<file path="config.mk">
export PLATFORM = sky130hd
export DESIGN_NAME = alu_mb_sequencer
export DESIGN_NICKNAME = d
export VERILOG_FILES = /design/src/rtl/alu_pkg.sv /design/src/rtl/alu_mb_sequencer.sv
export SDC_FILE = /design/constraint.sdc
export NUM_CORES = 1
export LEC_CHECK = 0
export CORE_MARGIN = 1
export CORE_UTILIZATION = 33
export DETAILED_ROUTE_END_ITERATION = 6
export GPL_TIMING_DRIVEN = 0
export PLACE_DENSITY_LB_ADDON = 0.12
export SLEW_MARGIN = 20
export SYNTH_ARGS = -nofsm -noshare
export SYNTH_HDL_FRONTEND = slang
export SYNTH_SLANG_ARGS = --single-unit
</file>
<file path="constraint.sdc">
create_clock -name clk_i -period 4.45 [get_ports clk_i]
set_input_delay 0.89 -clock clk_i [delete_from_list [all_inputs] [get_ports clk_i]]
set_output_delay 0.89 -clock clk_i [all_outputs]
set_load 0.01 [all_outputs]
</file>
<file path="src/rtl/alu_pkg.sv">
// Shared encodings for the 8-bit byte ALU and its multi-byte sequencer.
package alu_pkg;

  localparam logic [3:0] OpAdd    = 4'd0;
  localparam logic [3:0] OpSub    = 4'd1;
  localparam logic [3:0] OpLshift = 4'd2;
  localparam logic [3:0] OpRshift = 4'd3;
  localparam logic [3:0] OpXor    = 4'd4;
  localparam logic [3:0] OpCmp    = 4'd5;
  localparam logic [3:0] OpAnd    = 4'd6;
  localparam logic [3:0] OpNand   = 4'd7;
  localparam logic [3:0] OpOr     = 4'd8;
  localparam logic [3:0] OpNor    = 4'd9;

  localparam logic [7:0] CmpEq = 8'h01;
  localparam logic [7:0] CmpGt = 8'h02;
  localparam logic [7:0] CmpLt = 8'h03;

  typedef enum logic [1:0] {StIdle, StRun, StDone} seq_state_e;

  function automatic logic is_valid_op(input logic [3:0] op);
    return op <= OpNor;
  endfunction

endpackage

</file>
<file path="src/rtl/alu_mb_sequencer.sv">
// Issues one multi-byte command to the external 8-bit ALU, one byte per cycle, chaining
// carry/shift bits between bytes and returning the assembled result.
module alu_mb_sequencer
  import alu_pkg::*;
#(
  parameter int unsigned NBYTES = 2
) (
  input  logic                clk_i,
  input  logic                rst_i,
  input  logic                cmd_valid_i,
  output logic                cmd_ready_o,
  input  logic [3:0]          cmd_opcode_i,
  input  logic [8*NBYTES-1:0] cmd_a_i,
  input  logic [8*NBYTES-1:0] cmd_b_i,
  input  logic                cmd_cin_i,
  output logic                rsp_valid_o,
  input  logic                rsp_ready_i,
  output logic [8*NBYTES-1:0] rsp_q_o,
  output logic                rsp_cout_o,
  output logic                rsp_err_o,
  output logic                busy_o,
  output logic [7:0]          alu_op_a_o,
  output logic [7:0]          alu_op_b_o,
  output logic [3:0]          alu_opcode_o,
  output logic                alu_cin_o,
  input  logic [7:0]          alu_out_q_i,
  input  logic                alu_cout_i
);

  localparam int unsigned W  = 8 * NBYTES;
  localparam int unsigned KW = (NBYTES > 1) ? $clog2(NBYTES) : 1;
  localparam logic [KW-1:0] KLast = KW'(NBYTES - 1);

  seq_state_e    state_q, state_d;
  logic [3:0]    op_q, op_d;
  logic [W-1:0]  a_q, a_d;
  logic [W-1:0]  b_q, b_d;
  logic [W-1:0]  res_q, res_d;
  logic [KW-1:0] k_q, k_d;
  logic [7:0]    cmp_q, cmp_d;
  logic          carry_q, carry_d;
  logic          cout_q, cout_d;
  logic          err_q, err_d;

  logic          descending;
  logic          chain_op;
  logic [KW-1:0] byte_idx;
  logic [7:0]    a_byte;
  logic [7:0]    b_byte;

  assign descending = (op_q == OpRshift) || (op_q == OpCmp);
  assign chain_op   = (op_q == OpAdd) || (op_q == OpSub) ||
                      (op_q == OpLshift) || (op_q == OpRshift);
  assign byte_idx   = descending ? (KLast - k_q) : k_q;
  assign a_byte     = a_q[8*byte_idx +: 8];
  assign b_byte     = b_q[8*byte_idx +: 8];

  always_comb begin
    state_d      = state_q;
    op_d         = op_q;
    a_d          = a_q;
    b_d          = b_q;
    res_d        = res_q;
    k_d          = k_q;
    cmp_d        = cmp_q;
    carry_d      = carry_q;
    cout_d       = cout_q;
    err_d        = err_q;
    alu_op_a_o   = '0;
    alu_op_b_o   = '0;
    alu_opcode_o = '0;
    alu_cin_o    = 1'b0;

    unique case (state_q)
      StIdle: begin
        if (cmd_valid_i) begin
          state_d = StRun;
          op_d    = cmd_opcode_i;
          a_d     = cmd_a_i;
          b_d     = cmd_b_i;
          k_d     = '0;
          res_d   = '0;
          cmp_d   = CmpEq;
          cout_d  = 1'b0;
          err_d   = !is_valid_op(cmd_opcode_i);
          // Subtraction is A + ~B + 1, so its chain always starts with carry 1.
          if (cmd_opcode_i == OpSub) begin
            carry_d = 1'b1;
          end else if ((cmd_opcode_i == OpAdd) || (cmd_opcode_i == OpLshift) ||
                       (cmd_opcode_i == OpRshift)) begin
            carry_d = cmd_cin_i;
          end else begin
            carry_d = 1'b0;
          end
        end
      end
      StRun: begin
        if (is_valid_op(op_q)) begin
          alu_op_a_o   = a_byte;
          alu_op_b_o   = (op_q == OpSub) ? ~b_byte : b_byte;
          alu_opcode_o = (op_q == OpSub) ? OpAdd : op_q;
          alu_cin_o    = chain_op ? carry_q : 1'b0;
          if (op_q == OpCmp) begin
            // The most significant differing byte decides; later bytes cannot override it.
            if ((cmp_q == CmpEq) && (alu_out_q_i != CmpEq)) begin
              cmp_d = alu_out_q_i;
            end
          end else begin
            res_d[8*byte_idx +: 8] = alu_out_q_i;
          end
          if ((op_q == OpAdd) || (op_q == OpSub)) begin
            carry_d = alu_cout_i;
          end else if (op_q == OpLshift) begin
            carry_d = a_byte[7];
          end else if (op_q == OpRshift) begin
            carry_d = b_byte[0];
          end
        end
        k_d = k_q + 1'b1;
        if (k_q == KLast) begin
          state_d = StDone;
          cout_d  = chain_op ? carry_d : 1'b0;
          if (op_q == OpCmp) begin
            res_d = W'(cmp_d);
          end
        end
      end
      StDone: begin
        if (rsp_ready_i) begin
          state_d = StIdle;
        end
      end
      default: state_d = StIdle;
    endcase
  end

  always_ff @(posedge clk_i) begin
    if (rst_i) begin
      state_q <= StIdle;
      op_q    <= '0;
      a_q     <= '0;
      b_q     <= '0;
      res_q   <= '0;
      k_q     <= '0;
      cmp_q   <= '0;
      carry_q <= 1'b0;
      cout_q  <= 1'b0;
      err_q   <= 1'b0;
    end else begin
      state_q <= state_d;
      op_q    <= op_d;
      a_q     <= a_d;
      b_q     <= b_d;
      res_q   <= res_d;
      k_q     <= k_d;
      cmp_q   <= cmp_d;
      carry_q <= carry_d;
      cout_q  <= cout_d;
      err_q   <= err_d;
    end
  end

  assign cmd_ready_o = (state_q == StIdle);
  assign rsp_valid_o = (state_q == StDone);
  assign busy_o      = (state_q != StIdle);
  assign rsp_q_o     = res_q;
  assign rsp_cout_o  = cout_q;
  assign rsp_err_o   = err_q;

endmodule

</file>
==> results of run 1 <==
area by class of cell:
class | count | area, um^2
Tap cell | 140 | 175
Timing Repair Buffer | 90 | 901
Fill cell | 1122 | 5810
Inverter | 12 | 45.0
Clock buffer | 11 | 243
Clock inverter | 5 | 77.6
Multi-Input combinational cell | 360 | 2150
Buffer | 38 | 206
Sequential cell | 66 | 1320
state kept, by name (all words and copies together) (netlist names), 2 cells and up:
name,flops
b_q,16
state_q,2
a_q,16
cmp_q,8
rsp_q_o,16
op_q,4
cell usage in the layout, fill, tap and decap left out, types with 4 or more instances in the layout:
| master | instances |
|---|---|
| nand3_1 | 10 |
| clkbuf_1 | 18 |
| nand2_1 | 105 |
| nor3_1 | 5 |
| dfxtp_1 | 66 |
| nor2_1 | 20 |
| inv_1 | 12 |
| clkbuf_16 | 9 |
| o21ai_0 | 13 |
| clkdlybuf4s50_1 | 90 |
| a21o_1 | 5 |
| mux2i_1 | 10 |
| buf_2 | 12 |
| nor3b_1 | 4 |
| buf_6 | 5 |
| nor2b_1 | 6 |
| a22o_1 | 8 |
| o21ai_1 | 8 |
| a211oi_1 | 11 |
| nand2b_1 | 21 |
| a22oi_1 | 13 |
| a21oi_1 | 58 |
through the flow:
| stage | cell area (um^2) | instances |
|---|---|---|
| 4_1_cts | 5120 | 722 |
| 5_1_grt | 5120 | 722 |
| 3_5_place_dp | 4800 | 706 |
| 2_1_floorplan | 3720 | 476 |
| 3_3_place_gp | 4800 | 706 |
| 6_report | 5120 | 722 |
power by group:
group | internal (W) | leakage, nW | switching [W]
clock | 0.000504 | 0.156 | 0.000257
combinational | 0.000159 | 1.17 | 0.000198
sequential | 0.000624 | 0.539 | 0.0000241
total | 0.00129 | 1.87 | 0.000479
tightest hold or removal path, delay by kind of cell, from the launching register on:
kind | cells | cell delay (ns)
flip-flops | 1 | 0.30
AO/OA/AOI/OAI | 1 | 0.05
AND/OR/NAND/NOR | 1 | 0.05
metal layers:
metal	up-vias	wire [um]	global-route usage [%]
met1	1771	5300	26.6
li1	1901	-	-
met2	94	5700	35.9
met4	0	215	9.20
met3	18	446	3.98
met5	-	0	0
cell families after synthesis:
group           Yosys count  share of synthesized area (%)
simple gates            194                           24.7
compound gates          153                           29.1
flops                    66                           35.5
buf+inv                  50                           6.75
mux                      11                           3.39
xor+xnor                  2                          0.672
worst paths after layout:
path	slack, ns	cells after the start	startpoint	to
worst min register to register	0.45	2	a_q[8]	a_q[8]
worst max-delay path	0.86	7	op_q[2]	alu_op_b_o[7]
worst min-delay path	0.45	2	a_q[8]	a_q[8]
worst max register to register	2.63	6	op_q[1]	rsp_q_o[5]
==> flow_metrics.py, run 1 <==
metrics = {
    "global_routing": {
        "track_usage_pct": 21.4,
        "antenna_found_initial": 0,
        "grt_first_pass_wirelength_um": 19100,
        "grt-ovfl-total": 0,
        "grt_pass1_vias": 3778,
        "grt_max_degree": 12,
    },
    "clocking": {
        "cts_max_path_buffers": 2,
        "numCtsBuffers": 9,
        "ctsResizeCount": 0,
        "post-cts-setup-buffer-count": 0,
        "cts_tree": "built",
        "clk_pin_slew_ns": 0.05,
        "clock-sinks": 66,
        "clk_latency_ns": 0.33,
        "ctsHoldBuffers": 0,
        "h-tree-depth": 3,
        "cts_root_buf": "clkbuf_16",
    },
    "power_and_ir_drop": {
        "power_density_nw_per_um2": 345,
        "power.total_w": 0.00177,
        "p_leak_nw": 1.87,
        "ir_drop_mv": 0.200,
    },
    "cells_and_area": {
        "layout-drive-gt1-share_pct": 9.11,
        "final_core_util_pct": 46.8,
        "n_antenna_cell": 0,
        "syn_to_final_growth_pct": 37.5,
        "nNetsFinal": 627,
    },
    "yosys": {
        "synth_area_per_cell_um2": 7.83,
        "synth_cell_type_count": 65,
        "synthTopCellsByArea": "dfxtp_1 35%, nand2_1 11%, a21oi_1 7.8%, nand2b_1 3.5%, mux2i_1 2.7%",
        "ys.flop_type": "dfxtp_1",
        "yosysTopAreaCellShare_pct": 35.5,
        "synthArstFlopShare_pct": 0,
        "yosysSeqAreaShare_pct": 35.5,
        "synth_most_common_cell": "nand2_1",
        "ys_ff_latch": 66,
        "syn-cell-area_um2": 3720,
        "ys_warn_count": 0,
        "yosys.area.top_type": "dfxtp_1",
        "syn_inst": 476,
        "synth_common_cells": "105 x nand2_1, 66 x dfxtp_1, 58 x a21oi_1, 21 x nand2b_1, 20 x nor2_1",
        "synthesis.nets": 526,
        "synth-edff-count": 0,
    },
    "critical_path": {
        "worstPathMaxFanout": 10,
        "slowest_stage": "clkdlybuf4s50_1",
        "critical_path.top_delay_family": "buffers and inverters",
        "path_buf_inv": 3,
        "end_kind": "output port",
        "crit_type": "flop to output port",
        "cp-start-kind": "flop",
        "crit_path_max_incr_delay_ns": 0.59,
        "worst-endpoint-required_ns": 3.56,
        "path_cells": "buf_6 -> clkbuf_1 -> o21ai_1 -> nand2_1 -> a21o_1 -> mux2i_1 -> clkdlybuf4s50_1",
        "crit_arrival_ns": 2.70,
    },
    "sta": {
        "timing.slew.headroom_pct": 52.0,
        "rsz0062_at_grt": "no",
        "setup_viol": 0,
        "fin_crit_ns": 3.59,
        "finalCritPeriodShare_pct": 80.7,
        "hold_violations": 0,
        "setup-tns-final_ns": 0,
        "slew_violations": 0,
        "fin_ws_ns": 0.859,
        "max_slew.worst_pin.slew_ns": 0.721,
        "hold_slack_ns": 0.453,
        "fin_worst_skew_ns": 0.00951,
        "max_freq_mhz": 278,
    },
    "routing": {
        "drt_iter0_markers": 130,
        "num_vias": 3784,
        "firstDrtPassIters": 4,
        "wire_per_inst_um": 16.1,
        "routed_wl_um": 11700,
        "final_antenna_net_count": 0,
        "via_per_inst": 5.24,
        "drc": 0,
    },
    "placement": {
        "port_buffers": 90,
        "hpwl_um": 8610,
        "place_ws_ns": 1.24,
        "place.gp.congestion": 0.850,
    },
    "floorplanning": {
        "die_h_um": 108,
        "start_util_pct": 34.1,
        "ios": 92,
        "dieArea_um2": 11700,
        "dieWidth_um": 108,
        "core_area_um2": 10900,
        "row_count": 38,
    },
    "min_path": {
        "hold_path.class": "flop to flop",
    },
    "flow_run": {
        "drv_cap": 0,
    },
    "run_status": {
        "status": "completed",
    },
}
No activity file was read; power rests on OpenSTA's default activity.
==> run 2, diff against run 1 <==
==> constraint.sdc (replaced) <==
create_clock -name clk_i -period 3.3 [get_ports clk_i]
set_input_delay 0.66 -clock clk_i [delete_from_list [all_inputs] [get_ports clk_i]]
set_output_delay 0.66 -clock clk_i [all_outputs]
set_load 0.01 [all_outputs]
==> run 2 against run 1 <==
Against the previous run: die area unchanged; via count up 0.69%; utilization up 0.47 points; clock skew down 0.00062 ns; worst setup slack worse by 0.75 ns; sequential share of layout area down 0.23 points; largest cell class unchanged.
==> flow_metrics.py, run 2 (same netlist as run 1, synthesis figures left out) <==
metrics = {
    "run_status": {
        "status": "completed",
    },
    "sta": {
        "max_slew.worst_pin.slew_ns": 0.716,
        "finalCritPeriodShare_pct": 96.7,
        "fin_worst_skew_ns": 0.00888,
        "slew_violations": 0,
        "rsz0062_at_grt": "no",
        "setup-tns-final_ns": 0,
        "hold_slack_ns": 0.454,
        "setup_viol": 0,
        "max_freq_mhz": 313,
        "fin_crit_ns": 3.19,
        "timing.slew.headroom_pct": 52.2,
        "hold_violations": 0,
    },
    "placement": {
        "hpwl_um": 8610,
        "port_buffers": 90,
        "place.gp.congestion": 0.850,
    },
    "critical_path": {
        "crit_type": "flop to output port",
        "crit_cells": 7,
        "critical_path.top_delay_family": "buffers and inverters",
        "end_kind": "output port",
        "worst-endpoint-required_ns": 2.64,
        "slowest_stage": "clkdlybuf4s50_1",
        "crit_path_max_incr_delay_ns": 0.59,
        "r2r_slack_ns": 1.46,
        "endpoint": "alu_op_b_o[7]",
        "crit_path_start": "state_q[0]",
        "r2r-end": "rsp_q_o[5]",
        "crit_arrival_ns": 2.53,
        "r2r-start": "op_q[1]",
        "cp_common_cell": "buf_2",
        "r2r_cells": 6,
        "worstPathMaxFanout": 10,
        "cp-start-kind": "flop",
        "path_cells": "buf_2 -> nor2b_1 -> buf_2 -> nand2_2 -> a21o_1 -> mux2i_1 -> clkdlybuf4s50_1",
        "path_buf_inv": 3,
    },
    "cells_and_area": {
        "layout_commonest_cell": "nand2_1",
        "fill_cells": 1117,
        "n_antenna_cell": 0,
        "nNetsFinal": 627,
        "final_core_util_pct": 47.3,
        "layout-drive-gt1-share_pct": 10.5,
        "syn_to_final_growth_pct": 38.9,
        "regArea_um2": 1320,
        "multi_input_area_um2": 2190,
        "final_cell_mix": "104 x nand2_1, 90 x clkdlybuf4s50_1, 65 x dfxtp_1",
    },
    "clocking": {
        "h-tree-depth": 3,
        "clk_latency_ns": 0.33,
        "post-cts-setup-buffer-count": 0,
        "numCtsBuffers": 9,
        "cts_tree": "built",
        "cts_max_path_buffers": 2,
        "clock-sinks": 66,
        "cts_root_buf": "clkbuf_16",
        "clk_pin_slew_ns": 0.05,
    },
    "global_routing": {
        "grt_max_degree": 12,
        "track_usage_pct": 21.4,
        "antenna_found_initial": 0,
        "grt-ovfl-total": 0,
        "grt_first_pass_wirelength_um": 19100,
        "grt_pass1_vias": 3769,
    },
    "power_and_ir_drop": {
        "ir_drop_mv": 0.269,
        "power_density_nw_per_um2": 462,
        "p_int_w": 0.00174,
        "pwr-share-comb_pct": 20.5,
        "p_switching_w": 0.000649,
        "swShare_pct": 27.2,
        "p_leak_nw": 1.88,
        "clkPwrFrac_pct": 42.9,
        "power_frac_seq_pct": 36.6,
    },
    "min_path": {
        "hold_path.class": "flop to flop",
    },
    "floorplanning": {
        "die_h_um": 108,
        "ios": 92,
        "start_util_pct": 34.1,
        "core_area_um2": 10900,
        "row_count": 38,
        "dieArea_um2": 11700,
        "dieWidth_um": 108,
    },
    "routing": {
        "drt_iter0_markers": 126,
        "num_vias": 3810,
        "via_per_inst": 5.28,
        "drc": 0,
        "final_antenna_net_count": 0,
        "firstDrtPassIters": 4,
        "routed_wl_um": 11700,
        "wire_per_inst_um": 16.2,
    },
    "flow_run": {
        "drv_cap": 0,
    },
}
-- run 2: cell count changes in the layout (fill, tap and decap cells not counted), sizes merged --
cell | previous run | this run
buf | 21 | 18
clkbuf | 28 | 31
-- run 2: what timing repair did --
item                       CTS  global route
hold buffers                 0             0
pin swaps                    0             0
setup endpoints to repair    3            16
gates resized for setup      3            11
-- run 2: layout make-up --
| type | count | share of cell area (%) |
|---|---|---|
| repair buffers | 90 | 17.4 |
| inverters | 12 | 0.871 |
| clock inverters | 5 | 1.50 |
| flip-flops and latches | 66 | 25.6 |
| plain buffers | 38 | 4.18 |
| well taps | 140 | 3.39 |
| multi-input cells | 360 | 42.4 |
| clock buffers | 11 | 4.69 |
-- run 2: through the flow --
stage	setup slack [ns]	std cells	power (W)	area, um^2
2_1_floorplan	1.17	476	0.00117	3720
3_3_place_gp	0.334	706	0.00136	4800
3_5_place_dp	0.317	706	0.00137	4800
4_1_cts	0.0232	722	0.00239	5130
5_1_grt	0.00302	722	0.00249	5170
6_report	0.110	722	0.00239	5170
-- run 2: worst min path at each step --
stage                     end  slack, ns  cells past startpoint       from
finish                 a_q[8]       0.45                      2     a_q[8]
global route        rsp_err_o       0.47                      2  rsp_err_o
CTS                    a_q[8]       0.46                      2     a_q[8]
detailed placement     a_q[8]       0.45                      2     a_q[8]
global placement       a_q[8]       0.44                      2     a_q[8]
floorplan             a_q[10]       0.43                      2    a_q[10]
-- run 2: worst register-to-register path: stages, from the launching register on --
cell      delay (ns)
dfxtp_1         0.30
buf_6           0.13
buf_4           0.20
o31ai_2         0.39
o21ai_0         0.30
o21ai_0         0.29
a221oi_2        0.10
-- run 2: layer usage --
metal,GRT usage [%],up-vias,routed length (um)
met3,3.92,21,480
met5,0,-,0
met1,26.6,1796,5310
li1,-,1899,-
met4,9.00,0,279
met2,36.1,94,5630
-- run 2: power by group through the flow --
stage | combinational [W] | clock (W) | sequential (W)
5_1_grt | 0.000539 | 0.00107 | 0.000879
4_1_cts | 0.000483 | 0.00103 | 0.000874
3_3_place_gp | 0.000474 | 0 | 0.000890
3_5_place_dp | 0.000479 | 0 | 0.000891
6_report | 0.000490 | 0.00102 | 0.000874
2_1_floorplan | 0.000284 | 0 | 0.000884
